==> src/rtl/cim_cmd_sequencer.sv <==
// ============================================================================
// Module   : cim_cmd_sequencer
// Purpose  : Host-command sequencer for the CIM array. Holds each array
//            operation for HOLD_CYC cycles and auto-increments write bursts.
// Revision : 1.0 - initial release
// ============================================================================
`default_nettype none

module cim_cmd_sequencer #(
    parameter int HOLD_CYC = 2,
    parameter int LEN_W    = 6
) (
    input  logic             clk,
    input  logic             rst_n,
    input  logic             cmd_valid,
    output logic             cmd_ready,
    input  logic [1:0]       cmd_op,
    input  logic [8:0]       cmd_addr,
    input  logic [15:0]      cmd_bank,
    input  logic [15:0]      cmd_din,
    input  logic [LEN_W-1:0] cmd_len,
    input  logic             wd_valid,
    output logic             wd_ready,
    input  logic [15:0]      wd_data,
    output logic [1:0]       op_code,
    output logic [8:0]       addr,
    output logic [15:0]      data_bank,
    output logic [15:0]      data_in,
    output logic             busy,
    output logic             done
);

    localparam logic [1:0] c_IDLE     = 2'd0;
    localparam logic [1:0] c_WAIT_WD  = 2'd1;
    localparam logic [1:0] c_DRIVE    = 2'd2;
    localparam logic [1:0] c_DONE     = 2'd3;

    localparam logic [1:0] c_OP_WRITE = 2'b01;
    localparam logic [1:0] c_OP_NOP   = 2'b11;

    localparam logic [3:0]       c_HOLD_LAST   = 4'(HOLD_CYC - 1);
    localparam logic             c_SINGLE_HOLD = (HOLD_CYC == 1);
    localparam logic [LEN_W-1:0] c_CNT_ONE     = LEN_W'(1);

    logic [1:0]       r_state, w_state;
    logic [3:0]       r_hold, w_hold;
    logic [LEN_W-1:0] r_cnt, w_cnt;
    logic             r_is_wr, w_is_wr;
    logic [1:0]       r_op, w_op;
    logic [8:0]       r_addr, w_addr;
    logic [15:0]      r_bank, w_bank;
    logic [15:0]      r_din, w_din;
    logic             r_cmd_ready, w_cmd_ready;
    logic             r_wd_ready, w_wd_ready;
    logic             r_done, w_done;

    logic [8:0]       w_addr_inc;
    logic             w_more;

    // Only the bank/row field advances; the column stays at the command's value.
    assign w_addr_inc = {r_addr[8:3] + 6'd1, r_addr[2:0]};
    assign w_more     = (r_cnt != '0);

    always_ff @(posedge clk) begin
        if (!rst_n) begin
            r_state     <= c_IDLE;
            r_hold      <= '0;
            r_cnt       <= '0;
            r_is_wr     <= 1'b0;
            r_op        <= c_OP_NOP;
            r_addr      <= '0;
            r_bank      <= '0;
            r_din       <= '0;
            r_cmd_ready <= 1'b0;
            r_wd_ready  <= 1'b0;
            r_done      <= 1'b0;
        end else begin
            r_state     <= w_state;
            r_hold      <= w_hold;
            r_cnt       <= w_cnt;
            r_is_wr     <= w_is_wr;
            r_op        <= w_op;
            r_addr      <= w_addr;
            r_bank      <= w_bank;
            r_din       <= w_din;
            r_cmd_ready <= w_cmd_ready;
            r_wd_ready  <= w_wd_ready;
            r_done      <= w_done;
        end
    end

    // Outputs are registered, so every w_* value describes the next cycle.
    always_comb begin
        w_state     = r_state;
        w_hold      = r_hold;
        w_cnt       = r_cnt;
        w_is_wr     = r_is_wr;
        w_op        = c_OP_NOP;
        w_addr      = r_addr;
        w_bank      = r_bank;
        w_din       = r_din;
        w_cmd_ready = 1'b0;
        w_wd_ready  = 1'b0;
        w_done      = 1'b0;

        case (r_state)
            c_IDLE: begin
                if (cmd_valid && r_cmd_ready) begin
                    w_hold = '0;
                    case (cmd_op)
                        c_OP_NOP: begin
                            w_state = c_DONE;
                            w_done  = 1'b1;
                        end
                        c_OP_WRITE: begin
                            w_state    = c_WAIT_WD;
                            w_addr     = cmd_addr;
                            w_cnt      = cmd_len;
                            w_is_wr    = 1'b1;
                            w_wd_ready = 1'b1;
                        end
                        default: begin
                            w_state = c_DRIVE;
                            w_is_wr = 1'b0;
                            w_op    = cmd_op;
                            w_addr  = cmd_addr;
                            w_bank  = cmd_bank;
                            w_din   = cmd_din;
                        end
                    endcase
                end else begin
                    w_cmd_ready = 1'b1;
                end
            end

            c_WAIT_WD: begin
                if (wd_valid && r_wd_ready) begin
                    w_state    = c_DRIVE;
                    w_op       = c_OP_WRITE;
                    w_bank     = wd_data;
                    w_din      = '0;
                    w_hold     = '0;
                    w_wd_ready = c_SINGLE_HOLD && w_more;
                end else begin
                    w_wd_ready = 1'b1;
                end
            end

            c_DRIVE: begin
                if (r_hold != c_HOLD_LAST) begin
                    w_op       = r_op;
                    w_hold     = r_hold + 4'd1;
                    w_wd_ready = r_is_wr && w_more && ((r_hold + 4'd1) == c_HOLD_LAST);
                end else if (r_is_wr && w_more) begin
                    w_addr = w_addr_inc;
                    w_cnt  = r_cnt - c_CNT_ONE;
                    if (wd_valid && r_wd_ready) begin
                        w_op       = c_OP_WRITE;
                        w_bank     = wd_data;
                        w_din      = '0;
                        w_hold     = '0;
                        w_wd_ready = c_SINGLE_HOLD && (r_cnt != c_CNT_ONE);
                    end else begin
                        w_state    = c_WAIT_WD;
                        w_wd_ready = 1'b1;
                    end
                end else begin
                    w_state = c_DONE;
                    w_done  = 1'b1;
                end
            end

            default: begin
                w_state     = c_IDLE;
                w_cmd_ready = 1'b1;
            end
        endcase
    end

    assign cmd_ready = r_cmd_ready;
    assign wd_ready  = r_wd_ready;
    assign op_code   = r_op;
    assign addr      = r_addr;
    assign data_bank = r_bank;
    assign data_in   = r_din;
    assign done      = r_done;
    assign busy      = (r_state != c_IDLE);

endmodule

`default_nettype wire

==> config.mk <==
export PLATFORM = sky130hd
export DESIGN_NAME = cim_cmd_sequencer
export DESIGN_NICKNAME = d
export VERILOG_FILES = /design/src/rtl/cim_cmd_sequencer.sv
export SDC_FILE = /design/constraint.sdc
export NUM_CORES = 1
export LEC_CHECK = 0
export CAP_MARGIN = 15
export CORE_UTILIZATION = 45
export DETAILED_ROUTE_END_ITERATION = 8
export HOLD_SLACK_MARGIN = 0.06
export PLACE_DENSITY = 0.81
export SLEW_MARGIN = 20
export SYNTH_ARGS = -nofsm -noshare
export SYNTH_HDL_FRONTEND = slang
export SYNTH_SLANG_ARGS = --single-unit
==> constraint.sdc <==
create_clock -name clk -period 2.38 [get_ports clk]
set_input_delay 0.357 -clock clk [delete_from_list [all_inputs] [get_ports clk]]
set_output_delay 0.357 -clock clk [all_outputs]
set_load 0.01 [all_outputs]
=== Yosys cells after proc, flatten, opt, wreduce, memory -nomap -nowiden ===
Cells that the tools add are included.

* Flip-flop bits (word level): 59
* Output and inout bits: 47

* $add $sub $neg: 3
* Reductions and logical operators: 18
* Multiplexer cells: 54
* Bitwise gates (word level): 2
* Eq/ne operators: 15

{| class="wikitable"
|+ Operators by type and width
! operator !! number
|-
| $mux W16 || 10
|-
| $pmux W16 S3 || 2
|-
| $mux W9 || 4
|-
| $mux W6 || 4
|-
| $mux W2 || 10
|-
| $pmux W9 S2 || 1
|-
| $mux W4 || 4
|-
| $reduce_and A5 Y1 || 3
|-
| $ne A2 B2 Y1 const B || 6
|-
| $pmux W2 S3 || 2
|-
| $pmux W4 S3 || 1
|-
| $pmux W6 S2 || 1
|-
| $mux W1 || 10
|-
| $reduce_and A4 Y1 || 2
|-
| $add A6 B1 Y6 const B || 1
|-
| $ne A3 B3 Y1 const B || 2
|-
| $pmux W1 S2 || 3
|-
| $reduce_and A3 Y1 || 2
|-
| $reduce_bool A6 Y1 || 1
|-
| $sub A6 B1 Y6 const B || 1
|-
| $add A4 B1 Y4 const B || 1
|-
| $eq A2 B1 Y1 const B || 2
|-
| $eq A2 B2 Y1 const B || 2
|-
| $eq A4 B1 Y1 const B || 1
|-
| 10 further kinds || 16
|}

=== Depth between registers and ports, before layout ===
Gate-level depths: netlist of run 1.

* Word-level depth: 5
* Mapped depth: 10
* Gate-level depth less buffers: 7

=== Worst setup path before layout of run 1 ===
No wires, ideal clock.

* Path type: reg2reg
* From: register r_state[0]
* To: register r_bank[11], in the netlist data_bank[11]
* Data arrival time: 1.631 ns
* Slack: 0.603 ns
* Cell stages (with the launch flop): 7
* Data required time: 2.234 ns
* Cells stage by stage: dfxtp_1 inv_1 ha_1 a221o_1 a21oi_4 buf_2 a211oi_2

* Longest elaborated chain between the ends: 3

{| class="wikitable"
|+ Ends and longest elaborated chain
! what !! line !! RTL
|-
| from (decl) || 45 || <nowiki>logic [1:0] r_state, w_state;</nowiki>
|-
| from (signal assigned) || 66 || <nowiki>r_state <= c_IDLE;</nowiki>
|-
| from (signal assigned) || 78 || <nowiki>r_state <= w_state;</nowiki>
|-
| $eq A2 B2 Y1 (tied with other cells) || 106 || <nowiki>case (r_state)</nowiki>
|-
| $ne A2 B2 Y1 (no source line) or $reduce_bool A3 Y1 (tied branches) || -- ||
|-
| $reduce_and A5 Y1 (no source line) || -- ||
|-
| to (signal assigned) || 84 || <nowiki>r_bank <= w_bank;</nowiki>
|-
| to (decl) || 51 || <nowiki>logic [15:0] r_bank, w_bank;</nowiki>
|}

Several ways; a longest one is shown, not always the timed one.
A chain may end at the register's enable or synchronous reset.

=== Worst setup path after layout of run 1 ===
* From: register r_state[0]
* To: output port busy

* Longest elaborated chain between the ends: 1

{| class="wikitable"
|+ Ends and longest elaborated chain
! what !! line !! RTL
|-
| $reduce_bool A2 Y1 || 187 || <nowiki>assign busy = (r_state != c_IDLE);</nowiki>
|-
| to (decl) || 29 || <nowiki>output logic busy,</nowiki>
|}

Every way passes these cells.

==> impl_metrics.env, run 1 <==
export IMPL_status="finished, final reports clean"
export IMPL_clock_skew_final_ns=0.00703
export IMPL_transition_at_the_pin_with_the_smallest_max_transition_slack_ns=0.671
export IMPL_worstSkewPairLatency_ns=0.34
export IMPL_postSynthAreaPerCell_um2=8.62
export IMPL_synth_compound_area_share_pct=25.0
export IMPL_post_synth_fa_ha_maj_area_fraction_pct=3.94
export IMPL_die_area_um2=7390
export IMPL_synth_flop_cell="dfxtp_1"
export IMPL_tns_ns=0
export IMPL_antenna_violating_nets_post_route=0
export IMPL_drcViolationCount=0
export IMPL_clk_path_buf_depth=2
export IMPL_yosys_warnings=0
export IMPL_seqPwrFrac_pct=25.8
export IMPL_vias=3171
export IMPL_placed_cell_area_um2=4390
export IMPL_hold_violations=0
export IMPL_yosys_area_share_xor_xnor_pct=0.276
export IMPL_switching_part_of_the_total_power_pct=40.6
export IMPL_cts_num_sinks=59
export IMPL_ys_seq_area_share_pct=37.2
export IMPL_post_synth_num_cell_types=56
export IMPL_vias_in_the_first_global_route=2936
export IMPL_core_um2=6790
export IMPL_synth_mux_area_share_pct=6.00
export IMPL_syn_cell_area_um2=3170
export IMPL_number_of_vias_per_cell=5.49
export IMPL_tmin_final_ns=2.23
export IMPL_grt_max_degree=65
export IMPL_clk_pin_slew_worst_paths_ns=0.06
export IMPL_multi_input_area_um2=1820
export IMPL_nets=556
export IMPL_num_io_pins=116
export IMPL_crit_type="reg2out"
export IMPL_fp_row_count=30
export IMPL_post_layout_total_power_mw=6.04
export IMPL_vdd_ir_drop_max_mv=1.07
export IMPL_maxCapViolations=0
export IMPL_number_of_cts_inserted_buffers=9
export IMPL_syn2layout_area_growth_pct=45.6
export IMPL_critical_path_cell_chain="inv_1 -> ha_1 -> inv_1 -> clkdlybuf4s50_1"
export IMPL_maxClockFrequency_mhz=448
export IMPL_netSwitchingPower_mw=2.45
export IMPL_period_share_pct=93.7
export IMPL_combinational_family_with_the_most_area_after_synthesis="compound AO/OA/AOI/OAI gates"
export IMPL_grt_pass1_wl_um=13300
export IMPL_drtIter0Drc=190
export IMPL_postSynth_asyncResetShare_pct=0
export IMPL_root_buffer="clkbuf_8"
export IMPL_setup_violations_final=0
export IMPL_endpoint_kind="primary output"
export IMPL_synth_edff_count=0
export IMPL_num_fill_cells=575
export IMPL_critical_path_required_ns=2.02
export IMPL_overflow=0
export IMPL_p_leak_nw=1.64
export IMPL_worst_hold_path_type="reg2reg"
export IMPL_clock_tree_htree_level_count=3
export IMPL_drive_gt1_share_pct=11.2
export IMPL_power_combinational_fraction_pct=57.0
export IMPL_drv_slew=0
export IMPL_hold_buffers=0
export IMPL_data_arrival_time_of_the_critical_path_ns=1.87
export IMPL_ys_ff_latch=59
export IMPL_floorplan_die_width_um=86.0
export IMPL_synth_simple_gate_area_share_pct=22.1
export IMPL_chipHeight_um=86.0
export IMPL_netlist_instances=368
export IMPL_postLayoutCoreUtil_pct=68.0
export IMPL_syn_nets=447
export IMPL_max_stage_delay_ns=0.55
export IMPL_wl_final_um=8290
export IMPL_area_sequential_um2=1180
export IMPL_clockPowerShare_pct=17.2
export IMPL_cts_tree="yes"
export IMPL_final_cell_area_um2=4620
export IMPL_drt_pass1_iter_count=4
export IMPL_gpl_final_weighted_congestion=0.834
export IMPL_timing_critical_path_fanout_max=11
export IMPL_power_density_over_the_cells_nw_per_um2=1310
export IMPL_max_slew_margin_pct=55.0
export IMPL_drt_wirelength_per_cell_um=14.3
export IMPL_timing_critical_path_from_type="register"
export IMPL_cell_internal_pwr_mw=3.58
export IMPL_gr_usage_all_layers_pct=22.5
export IMPL_hpwl_detailed_um=5900
export IMPL_initial_utilization_pct=46.7
export IMPL_rsz0062_at_grt="no"
export IMPL_buffer_ports_inserted=115
export IMPL_critical_path_most_common_cell="inv_1"
export IMPL_number_of_setup_buffers_added_after_cts=0
export IMPL_grt_antenna_before_repair=0
export IMPL_critical_path_slowest_cell="clkdlybuf4s50_1"
export IMPL_hold_slack_ns=0.454
export IMPL_antenna_cells=0
export IMPL_count_of_cells_resized_by_post_cts_repair=0
## per-stage QoR
step                      instances  setup WS [ns]
final                           578          0.150
after global routing            578         0.0391
after CTS                       578          0.130
after detailed placement        562          0.138
after global placement          562          0.188
after floorplan                 368          0.603
## cells in the mapped netlist, types with 2 or more instances
cell / number / area [um^2]
buf_2: 7 / 35.0
dfxtp_1: 59 / 1180
nor3_1: 2 / 10.0
clkbuf_1: 15 / 56.3
o32ai_1: 3 / 26.3
inv_1: 9 / 33.8
buf_4: 2 / 15.0
a31o_2: 2 / 17.5
o22ai_1: 3 / 18.8
o21ai_2: 2 / 17.5
o221a_2: 2 / 22.5
and3_1: 4 / 25.0
o21ai_0: 26 / 130
o31ai_1: 5 / 37.5
nor2b_1: 2 / 12.5
o211ai_1: 3 / 22.5
a221oi_1: 2 / 17.5
nor4_1: 2 / 12.5
a211oi_2: 12 / 150
nand4b_1: 17 / 149
a21oi_1: 20 / 100
mux2i_1: 19 / 190
nor2_1: 31 / 116
o311ai_0: 2 / 17.5
ha_1: 10 / 125
a211oi_1: 6 / 45.0
nand2b_1: 5 / 31.3
nand2_1: 45 / 169
a31oi_1: 5 / 31.3
and4bb_2: 2 / 25.0
a22oi_1: 2 / 15.0
nor3b_1: 4 / 30.0
buf_6: 2 / 22.5
nand4_1: 2 / 12.5
nand3_1: 10 / 50.1
or2_2: 4 / 25.0
## routing by layer
| metal | vias up | routed length (um) | GRT usage (%) |
|---|---|---|---|
| met5 | - | 0 | 0 |
| met4 | 0 | 107 | 6.67 |
| met3 | 12 | 576 | 6.74 |
| met2 | 119 | 4020 | 37.8 |
| met1 | 1472 | 3580 | 27.9 |
| li1 | 1568 | - | - |
## kinds of logic (layout without fill, tap and decap cells)
logic type,Yosys count,after routing
AO/OA/AOI/OAI,108,108
XOR/XNOR,1,1
adder cells (fa/ha/maj),10,10
buffers and inverters,37,151
flip-flops,59,59
multiplexers,19,19
AND/OR/NAND/NOR,134,134
## critical path, delay by kind of cell (launching register included)
kind | cells | cell delay, ns
buffers and inverters | 3 | 0.79
flip-flops | 1 | 0.40
adder cells (fa/ha/maj) | 1 | 0.34
## placed cells by master, fill, tap and decap left out, drive strengths merged, types with 11 or more instances in the layout
master | synthesis | final
nand4b | 17 | 17
o21ai | 28 | 28
buf | 11 | 11
nand2 | 45 | 45
mux2i | 19 | 19
clkdlybuf4s50 | 0 | 114
clkbuf | 16 | 12
nor2 | 31 | 31
a211oi | 18 | 18
dfxtp | 59 | 59
a21oi | 22 | 22
## power groups by stage
stage	Clock [mW]	Combinational (mW)	Sequential, mW
2_1_floorplan	0	2.15	1.69
3_3_place_gp	0	3.32	1.57
3_5_place_dp	0	3.43	1.57
4_1_cts	1.06	3.44	1.56
5_1_grt	1.10	3.75	1.61
6_report	1.04	3.44	1.56
## flip-flops by register name (all words and copies together) (netlist names)
name and cells:
addr 9, wd_ready 1, data_bank 16, op_code 2, data_in 16, r_hold 4
done 1, r_state 2, r_cnt 6, r_is_wr 1, cmd_ready 1
## area by class of cell
type	count	share of cell area (%)
multi-input cells	272	39.4
clock buffers	12	3.36
well taps	96	2.60
inverters	10	0.813
flip-flops and latches	59	25.6
repair buffers	125	26.7
clock inverters	4	1.57
## path summary, 6_finish.rpt
| path | startpoint | end | slack [ns] | depth (start not counted) |
|---|---|---|---|---|
| worst min register to register | data_in[7]$_SDFFE_PN0P_ | data_in[7]$_SDFFE_PN0P_ | 0.45 | 2 |
| worst min-delay path | data_in[7]$_SDFFE_PN0P_ | data_in[7]$_SDFFE_PN0P_ | 0.45 | 2 |
| worst max register to register | r_state[0]$_SDFFE_PN0P_ | addr[4]$_SDFFE_PN0P_ | 0.31 | 7 |
| worst max-delay path | r_state[0]$_SDFFE_PN0P_ | busy | 0.15 | 4 |
Power figures use the tool's default switching activity.
==> run 2: changes to the inputs <==
--- a/config.mk
+++ b/config.mk
@@ -10,6 +10,7 @@
 export DETAILED_ROUTE_END_ITERATION = 8
 export HOLD_SLACK_MARGIN = 0.06
 export PLACE_DENSITY = 0.81
+export SKIP_LAST_GASP = 1
 export SLEW_MARGIN = 20
 export SYNTH_ARGS = -nofsm -noshare
 export SYNTH_HDL_FRONTEND = slang
==> results of run 2 <==
The final DEF is identical to that of run 1; final timing and power are the same.
==> run 3: changes to the inputs <==
--- a/config.mk
+++ b/config.mk
@@ -6,10 +6,12 @@
 export NUM_CORES = 1
 export LEC_CHECK = 0
 export CAP_MARGIN = 15
-export CORE_UTILIZATION = 45
+export CORE_UTILIZATION = 41
 export DETAILED_ROUTE_END_ITERATION = 8
+export GPL_ROUTABILITY_DRIVEN = 0
 export HOLD_SLACK_MARGIN = 0.06
-export PLACE_DENSITY = 0.81
+export PLACE_DENSITY = 0.78
+export SKIP_CTS_REPAIR_TIMING = 1
 export SKIP_LAST_GASP = 1
 export SLEW_MARGIN = 20
 export SYNTH_ARGS = -nofsm -noshare
==> constraint.sdc (replaced) <==
create_clock -name clk -period 1.9 [get_ports clk]
set_input_delay 0.285 -clock clk [delete_from_list [all_inputs] [get_ports clk]]
set_output_delay 0.285 -clock clk [all_outputs]
set_load 0.01 [all_outputs]
==> impl_metrics.env, run 3 (synthesis results as in run 1) <==
export IMPL_status="finished, final reports clean"
export IMPL_drt_wirelength_per_cell_um=16.1
export IMPL_critical_path_required_ns=2.12
export IMPL_grt_pass1_wl_um=14500
export IMPL_drt_pass1_iter_count=5
export IMPL_clock_skew_final_ns=0.0106
export IMPL_dp_worst_setup_slack_ns=-0.263
export IMPL_max_slew_margin_pct=63.9
export IMPL_worst_setup_path_startpoint="r_cnt[1]$_SDFFE_PN0P_"
export IMPL_grt_antenna_before_repair=0
export IMPL_maxClockFrequency_mhz=529
export IMPL_final_cell_area_um2=5020
export IMPL_drcViolationCount=0
export IMPL_maxCapViolations=0
export IMPL_number_of_vias_per_cell=5.55
export IMPL_buffer_ports_inserted=115
export IMPL_die_area_um2=8090
export IMPL_layout_cells_most_common="clkdlybuf4s50_1"
export IMPL_timing_rr_start="r_cnt[1]$_SDFFE_PN0P_"
export IMPL_clk_path_buf_depth=2
export IMPL_endpoint_of_the_most_critical_register_to_register_path="data_in[15]$_SDFFE_PN0P_"
export IMPL_data_arrival_time_of_the_critical_path_ns=2.11
export IMPL_endpoint_kind="register"
export IMPL_worstHoldPathCells=2
export IMPL_power_density_over_the_cells_nw_per_um2=1710
export IMPL_rsz0062_at_grt="yes"
export IMPL_syn2layout_area_growth_pct=58.3
export IMPL_floorplan_die_width_um=90.0
export IMPL_timing_hold_worst_endpoint="data_in[1]$_SDFFE_PN0P_"
export IMPL_placed_cell_area_um2=4560
export IMPL_root_buffer="clkbuf_8"
export IMPL_drive_gt1_share_pct=20.3
export IMPL_chipHeight_um=90.0
export IMPL_transition_at_the_pin_with_the_smallest_max_transition_slack_ns=0.538
export IMPL_setup_violations_final=0
export IMPL_wl_final_um=9830
export IMPL_drv_slew=0
export IMPL_timing_critical_path_from_type="register"
export IMPL_vdd_ir_drop_max_mv=0.851
export IMPL_worstSkewPairLatency_ns=0.34
export IMPL_antenna_violating_nets_post_route=0
export IMPL_p_leak_nw=1.85
export IMPL_hold_slack_ns=0.452
export IMPL_crit_type="reg2reg"
export IMPL_hold_start="data_in[1]$_SDFFE_PN0P_"
export IMPL_drtIter0Drc=227
export IMPL_num_fill_cells=583
export IMPL_antenna_cells=0
export IMPL_tmin_final_ns=1.89
export IMPL_cts_num_sinks=59
export IMPL_overflow=0
export IMPL_fp_row_count=31
export IMPL_hpwl_detailed_um=6200
export IMPL_clk_pin_slew_worst_paths_ns=0.07
export IMPL_gr_usage_all_layers_pct=22.2
export IMPL_placed_cells_incl_taps=585
export IMPL_nets=588
export IMPL_cts_tree="yes"
export IMPL_layout_common_cells="clkdlybuf4s50_1, dfxtp_1, nand2_1, buf_4, nor2_1"
export IMPL_grt_max_degree=65
export IMPL_worst_hold_path_type="reg2reg"
export IMPL_timing_critical_path_fanout_max=8
export IMPL_vias=3399
export IMPL_core_um2=7370
export IMPL_initial_utilization_pct=43.0
export IMPL_post_layout_total_power_mw=8.59
export IMPL_period_share_pct=99.4
export IMPL_fin_cells=612
export IMPL_r2r_worst_path_cells=9
export IMPL_clock_tree_htree_level_count=3
export IMPL_num_io_pins=116
export IMPL_vias_in_the_first_global_route=3106
export IMPL_layout_setup_ws_ns=0.0109
export IMPL_hold_violations=0
export IMPL_number_of_cts_inserted_buffers=9
export IMPL_rrSetupSlack_ns=0.01
## run 3: metrics by stage
stage	util, %	TNS [ns]
finish	68.1	0
global route	68.1	-1.03
CTS	64.5	-0.940
detailed placement	61.9	-5.90
global placement	61.9	-4.21
floorplan	-	0
## run 3: cell type report
type                            instances  area [um^2]  area share (%)
Timing Repair Buffer                  157         1570            31.2
Sequential cell                        59         1190            23.7
Tap cell                               99          124            2.47
Inverter                               10         37.5           0.748
Clock inverter                          2         35.0           0.698
Clock buffer                           13          159            3.17
Multi-Input combinational cell        272         1910            38.1
## run 3: metal layers
metal / vias up / track usage (%) / wire (um)
met5: - / 0 / 0
met1: 1633 / 28.6 / 4240
met2: 119 / 36.2 / 4870
met4: 0 / 6.85 / 108
li1: 1637 / - / -
met3: 10 / 6.18 / 604
## run 3: worst max-delay path by stage
stage | end | slack (ns) | cells after the start
after floorplan | data_bank[11]$_SDFFE_PN0P_ | 0.12 | 6
after global placement | data_bank[2]$_SDFFE_PN0P_ | -0.17 | 7
after detailed placement | data_bank[0]$_SDFFE_PN0P_ | -0.26 | 7
after CTS | busy | -0.26 | 5
after global routing | r_state[1]$_SDFFE_PN0P_ | -0.06 | 7
final | data_in[15]$_SDFFE_PN0P_ | 0.01 | 9
## run 3: worst max-delay path: stages (launching register included)
cell and delay, ns:
dfxtp_2 0.32, inv_2 0.06, ha_2 0.19, or3b_4 0.42, o21ai_4 0.21, a21oi_4 0.08, buf_12 0.15, clkbuf_16 0.16
nand4b_1 0.09, o21ai_0 0.09
## run 3: power by group
part | internal, mW | switching, mW
clock network | 0.669 | 0.474
logic | 2.75 | 2.74
registers | 1.68 | 0.281
